## src/rtl/mem_wb_skid_buffer.sv

```systemverilog
// MEM/WB pipeline register with valid/ready handshake, 2-entry skid buffer and synchronous flush.
// Define MEMWB_PERF_EN to add saturating stall/flush counters (stall_cnt, flush_cnt).
module mem_wb_skid_buffer #(
    parameter int DW = 32,
    parameter int AW = 5
`ifdef MEMWB_PERF_EN
    ,
    parameter int CNT_W = 16
`endif
) (
    input  logic          clk,
    input  logic          rst_n,
    input  logic          flush,
    input  logic          in_valid,
    output logic          in_ready,
    input  logic          in_jump,
    input  logic          in_regw,
    input  logic          in_memreg,
    input  logic [DW-1:0] in_memres,
    input  logic [DW-1:0] in_alures,
    input  logic [DW-1:0] in_jaddr,
    input  logic [AW-1:0] in_rd,
    output logic          out_valid,
    input  logic          out_ready,
    output logic          out_jump,
    output logic          out_regw,
    output logic          out_memreg,
    output logic [DW-1:0] out_memres,
    output logic [DW-1:0] out_alures,
    output logic [DW-1:0] out_jaddr,
    output logic [AW-1:0] out_rd,
    output logic [DW-1:0] out_wbdata
`ifdef MEMWB_PERF_EN
    ,
    output logic [CNT_W-1:0] stall_cnt,
    output logic [CNT_W-1:0] flush_cnt
`endif
);

    typedef struct packed {
        logic          jump;
        logic          regw;
        logic          memreg;
        logic [DW-1:0] memres;
        logic [DW-1:0] alures;
        logic [DW-1:0] jaddr;
        logic [AW-1:0] rd;
    } beat_t;

    beat_t in_beat;
    beat_t h_q;
    beat_t s_q;
    logic  hv_q, hv_d;
    logic  sv_q, sv_d;
    logic  accept;
    logic  pop;
    logic  load_h;
    logic  load_s;
    logic  h_from_s;

    assign in_beat = '{jump:   in_jump,
                       regw:   in_regw,
                       memreg: in_memreg,
                       memres: in_memres,
                       alures: in_alures,
                       jaddr:  in_jaddr,
                       rd:     in_rd};

    // in_ready depends on registered state only, breaking the out_ready -> in_ready path.
    assign in_ready = ~sv_q;
    assign accept   = in_valid & ~sv_q;
    assign pop      = hv_q & out_ready;

    always_comb begin
        hv_d     = hv_q;
        sv_d     = sv_q;
        load_h   = 1'b0;
        load_s   = 1'b0;
        h_from_s = 1'b0;
        if (flush) begin
            hv_d = 1'b0;
            sv_d = 1'b0;
        end else if (pop && !accept) begin
            hv_d     = sv_q;
            sv_d     = 1'b0;
            load_h   = sv_q;
            h_from_s = sv_q;
        end else if (accept && (!hv_q || pop)) begin
            if (sv_q) begin
                load_h   = 1'b1;
                h_from_s = 1'b1;
                load_s   = 1'b1;
            end else begin
                load_h = 1'b1;
                hv_d   = 1'b1;
            end
        end else if (accept) begin
            load_s = 1'b1;
            sv_d   = 1'b1;
        end
    end

    always_ff @(posedge clk or negedge rst_n) begin
        if (!rst_n) begin
            hv_q <= 1'b0;
            sv_q <= 1'b0;
            h_q  <= '0;
            s_q  <= '0;
        end else begin
            hv_q <= hv_d;
            sv_q <= sv_d;
            if (load_h) h_q <= h_from_s ? s_q : in_beat;
            if (load_s) s_q <= in_beat;
        end
    end

    // Controls are qualified by hv so an empty buffer never triggers a write-back.
    assign out_valid  = hv_q;
    assign out_jump   = h_q.jump & hv_q;
    assign out_regw   = h_q.regw & hv_q;
    assign out_memreg = h_q.memreg & hv_q;
    assign out_memres = h_q.memres;
    assign out_alures = h_q.alures;
    assign out_jaddr  = h_q.jaddr;
    assign out_rd     = h_q.rd;
    assign out_wbdata = out_memreg ? h_q.memres : h_q.alures;

`ifdef MEMWB_PERF_EN
    logic [CNT_W-1:0] stall_q;
    logic [CNT_W-1:0] flush_q;

    always_ff @(posedge clk or negedge rst_n) begin
        if (!rst_n) begin
            stall_q <= '0;
            flush_q <= '0;
        end else begin
            if (hv_q && !out_ready && !(&stall_q)) stall_q <= stall_q + CNT_W'(1);
            if (flush && (hv_q || sv_q) && !(&flush_q)) flush_q <= flush_q + CNT_W'(1);
        end
    end

    assign stall_cnt = stall_q;
    assign flush_cnt = flush_q;
`endif

endmodule

```

## config.mk

```make
export PLATFORM = sky130hd
export DESIGN_NAME = mem_wb_skid_buffer
export DESIGN_NICKNAME = d
export VERILOG_FILES = /design/src/rtl/mem_wb_skid_buffer.sv
export SDC_FILE = /design/constraint.sdc
export NUM_CORES = 1
export LEC_CHECK = 0
export ABC_AREA = 1
export CAP_MARGIN = 5
export CORE_ASPECT_RATIO = 1.75
export CORE_MARGIN = 2
export CORE_UTILIZATION = 38
export CTS_CLUSTER_SIZE = 8
export DETAILED_ROUTE_END_ITERATION = 16
export GPL_TIMING_DRIVEN = 1
export PLACE_DENSITY = 0.76
export SLEW_MARGIN = 10
export SYNTH_ARGS = -nofsm -noshare
export SYNTH_HDL_FRONTEND = slang
export SYNTH_SLANG_ARGS = --single-unit
```

## constraint.sdc

```tcl
create_clock -name clk -period 1.5 [get_ports clk]
set_input_delay 0.3 -clock clk [delete_from_list [all_inputs] [get_ports clk]]
set_output_delay 0.3 -clock clk [all_outputs]
set_load 0.03 [all_outputs]
```

**After elaboration in Yosys (flattened, before gate mapping)**

Index checks and enable logic that the tools add are counted.

- Register bits after elaboration: 210
- Output and inout bits: 138
- Word-level logic and storage cells: 54

- Bitwise gates (word level): 6
- Multiplexer cells: 21
- Equal/unequal tests: 2
- Reduce and logical (&&, ||, !) cells: 9

Operator list:

| cell | number |
|---|---|
| $mux 104 | 1 |
| $mux 32 | 1 |
| $mux 1 | 19 |
| $reduce_bool 3->1 | 2 |
| $and 1x1->1 | 5 |
| $reduce_and 2->1 | 2 |
| $ne 3x2->1 const B | 1 |
| $ne 3x3->1 const B | 1 |
| $logic_and 1x1->1 | 2 |
| $logic_not 1->1 | 2 |
| $logic_or 1x1->1 | 1 |
| $not 1->1 | 1 |

**Logic depth before layout (Yosys ltp)**

- Word-level depth: 7
- Gate-level depth with buffers: 9
- Mapped depth without buffers: 7

**Worst setup path before layout**

No wires, ideal clock.

- Path type: register to output
- From: register hv_q (netlist: out_valid)
- To: output port out_wbdata[16]
- Stages on the path, launching flop included: 6
- Arrival time: 1.736 ns
- Slack: -0.536 ns
- Data required time: 1.200 ns
- Cell sequence: dfrtp_1 > nand2_1 > inv_1 > buf_1 > nand2_1 > nand2_1

- Word-level cells in the longest chain between the ends: 2

Ends and longest elaborated chain:

| what | RTL line | text |
|---|---|---|
| start: declaration | 53 | `logic hv_q, hv_d;` |
| start signal: assignment | 110 | `hv_q <= hv_d;` |
| $and 1x1->1 | 121 | `assign out_memreg = h_q.memreg & hv_q;` |
| via out_memreg | 27 | `output logic out_memreg,` |
| $mux 32 | 126 | `assign out_wbdata = out_memreg ? h_q.memres : h_q.alures;` |
| end: declaration | 32 | `output logic [DW-1:0] out_wbdata` |

The timed path passes the listed nets, and every way through them passes these cells.

**Final worst setup path**

- From: register hv_q (netlist: out_valid)
- To: output port out_wbdata[12]

- Word-level cells in the longest chain between the ends: 2

Ends and longest elaborated chain:

| what | RTL line |
|---|---|
| $and 1x1->1 | 121 |
| $mux 32 | 126 |

Every way passes these cells.

==> results.yml <==
run_status:
  status: "finished, violations left"
  violations: "negative setup slack"
sta:
  setup_slack_ns: -0.4443
  period_minus_slack_ns: 1.944
  grt_setup_unrepaired: "true"
  hold_violations: 0
  max_freq_mhz: 514.3
  worst_pin_slew_ns: 0.4185
  drv_slew: 0
  skew_ns: 0.01017
  setup_viol: 248
  min_period_over_period_pct: 129.6
  slew_headroom_pct: 72.10
route:
  viasPerCell: 4.886
  remaining_drc_errors: 0
  top_layer: "met5"
  met2_length_um: 20260
  dr_wl_met3_um: 2459
  m1WireLength_um: 12660
  wirelength_um: 38000
  drtIter0Drc: 793
  wire_per_inst_um: 18.59
  vias: 9986
  ant_nets: 0
  firstDrtPassIters: 7
clocking:
  root_buffer: "clkbuf_16"
  cts_tree: "built"
  cts.reportedPaths.clkPinSlew_ns: 0.05
  cts_buffers: 30
  ctsHtreeMaxLevel: 1
  cts_sinks: 210
  clock_latency_ns: 0.55
  cts_max_path_buffers: 3
global_route:
  grt_first_pass_wirelength_um: 56580
  grt_pass1_vias: 10225
  grt_max_degree: 65
  antenna_found_initial: 11
  track_usage_pct: 25.50
  grt_overflow: 0
yosys:
  synth_top_flop_cell: "dfrtp_1"
  synthTopCellsByCount: "nand2_1 (833), dfrtp_1 (210), buf_4 (117)"
  ys_types: 14
  syn_nets: 1553
  ys_seq_area_share_pct: 50.03
  post-synth-top-count-cell: "nand2_1"
  synth_area_um2: 10500
  syn_avg_cell_area_um2: 7.274
  synth_top_area_share_pct: 50.03
  syn_inst: 1444
  yosys.area.top_type: "dfrtp_1"
  async_reset_ff_share_pct: 100.0
  synthTopCellsByArea: "dfrtp_1 (50%), nand2_1 (30%), buf_4 (8.4%), o21ai_0 (4.8%), inv_1 (4.0%)"
  ys_ff_latch: 210
  synth_edf_count: 0
  yosys_warnings: 0
floorplan:
  die_x_um: 129.7
  core_um2: 27230
  fp.dieArea_um2: 29040
  io_pins: 247
  start_util_pct: 38.58
  die_y_um: 223.9
  num_rows: 80
cells_and_area:
  final_core_util_pct: 54.75
  final_nets: 1775
  area_growth_syn_to_layout_pct: 41.92
  regArea_um2: 5256
  drive_above_1_share_pct: 21.90
  multi_input_area_um2: 3953
  fill_cells: 2416
pwr:
  power.total_uw: 22330
  p_per_area_nw_per_um2: 1498
  irDropWorstVdd_mv: 0.9359
  power_leakage_uw: 0.008226
worst_setup_path:
  required_ns: 1.20
  r2r-start: "out_valid"
  path_class: "register to output pin"
  cp_max_fo: 8
  worstPathCellList: "nand2_4 > inv_8 > buf_12 > nand2_1 > nand2_2 > buf_6"
  cp-end-kind: "output pin"
  rrSetupSlack_ns: -0.33
  startpoint_type: "register"
  critPathArrivalTime_ns: 1.64
  critPathMaxStageDelay_ns: 0.41
  worstSetupStartpoint: "out_valid"
  cp_num_buf_inv: 3
  path_delay_family: "buffers and inverters"
  cp_slowest_cell: "dfrtp_2"
hold_path:
  min_path_type: "primary input to async pin"
job:
  drv_cap: 0
placed_design:
  portBuffers: 246
  dp_slack_ns: -0.4310
  dp_hpwl_um: 20680
  gp_congestion: 0.8996
[metal layers]
metal  track usage, %  vias to the layer above
met5                0                        -
met2            45.60                      419
met1            26.28                     4748
met4            17.13                        4
li1                 -                     4659
met3            5.039                      156
[final cells by class]
type                            instances  share of cell area [%]
Antenna cell                            8                  0.1343
Clock buffer                           32                   5.229
Clock inverter                          1                 0.05875
Inverter                              113                   2.896
Multi-Input combinational cell        948                   26.52
Sequential cell                       210                   35.26
Tap cell                              369                   3.097
Timing Repair Buffer                  363                   26.81
[repair_timing]
item                       in CTS  in global routing
hold endpoints to repair       37                  0
hold buffers                    1                  0
cloned                         28                  5
buffers inserted               29                  3
resized for setup             641                 27
setup endpoints to repair     314                250
pin swaps                       6                  1
[worst paths after layout]
| check | endpoint | cells past startpoint |
|---|---|---|
| worst min register to register | out_jaddr[5] | 2 |
| worst max-delay path | out_wbdata[12] | 6 |
| max in group asynchronous | s_q[80] | 3 |
| worst min-delay path | s_q[2] | 2 |
| min in group clk | s_q[38] | 3 |
| worst max register to register | out_memres[11] | 11 |
[cells in the final DEF, fill, tap and decap left out]
| cell | n |
|---|---|
| buf_16 | 28 |
| diode_2 | 8 |
| clkbuf_16 | 35 |
| nor2_4 | 3 |
| buf_6 | 52 |
| nand2_1 | 772 |
| clkbuf_1 | 1 |
| clkinv_4 | 1 |
| bufbuf_16 | 1 |
| buf_8 | 2 |
| inv_8 | 1 |
| nand3_4 | 3 |
| nand2_2 | 59 |
| clkdlybuf4s50_1 | 107 |
| inv_1 | 109 |
| dfrtp_1 | 209 |
| o21ai_1 | 37 |
| o21ai_0 | 64 |
| buf_4 | 48 |
| nand3_2 | 1 |
| o21ai_4 | 1 |
| buf_2 | 91 |
| nand2_4 | 2 |
| inv_2 | 3 |
| nor2_1 | 1 |
| buf_12 | 29 |
| o21ai_2 | 4 |
| dfrtp_2 | 1 |
| dlygate4sd3_1 | 1 |
| nand4_1 | 1 |
[through the flow]
step / hold WS [ns] / cell area (um2) / setup TNS (ns) / std cells
finish: 0.2674 / 14910 / -54.97 / 2044
global placement: 0.2368 / 12940 / -65.43 / 1939
global route: 0.2995 / 14900 / -69.54 / 2043
floorplan: 0.004409 / 10590 / -0.1707 / 1444
CTS: 0.2569 / 14750 / -61.72 / 2030
detailed placement: 0.2421 / 12940 / -73.15 / 1939
[flip-flops by register name, indices dropped and copies added (netlist names)]
register	cells
out_rd	5
sv_q	1
h_q	3
out_alures	32
out_jaddr	32
out_valid	1
out_memres	32
s_q	104
[logic make-up after synthesis]
family / synth area share [%]
flops: 50.03
compound gates: 5.051
simple gates: 30.21
buf+inv: 14.71
[power breakdown]
| group | internal, uW | switching [uW] | leakage [uW] |
|---|---|---|---|
| Combinational | 3110 | 4690 | 0.00520 |
| Sequential | 7350 | 1180 | 0.00264 |
| Clock | 3590 | 2410 | 0.000387 |
| Total | 14000 | 8280 | 0.00823 |
(Power assumes the default switching activity.)
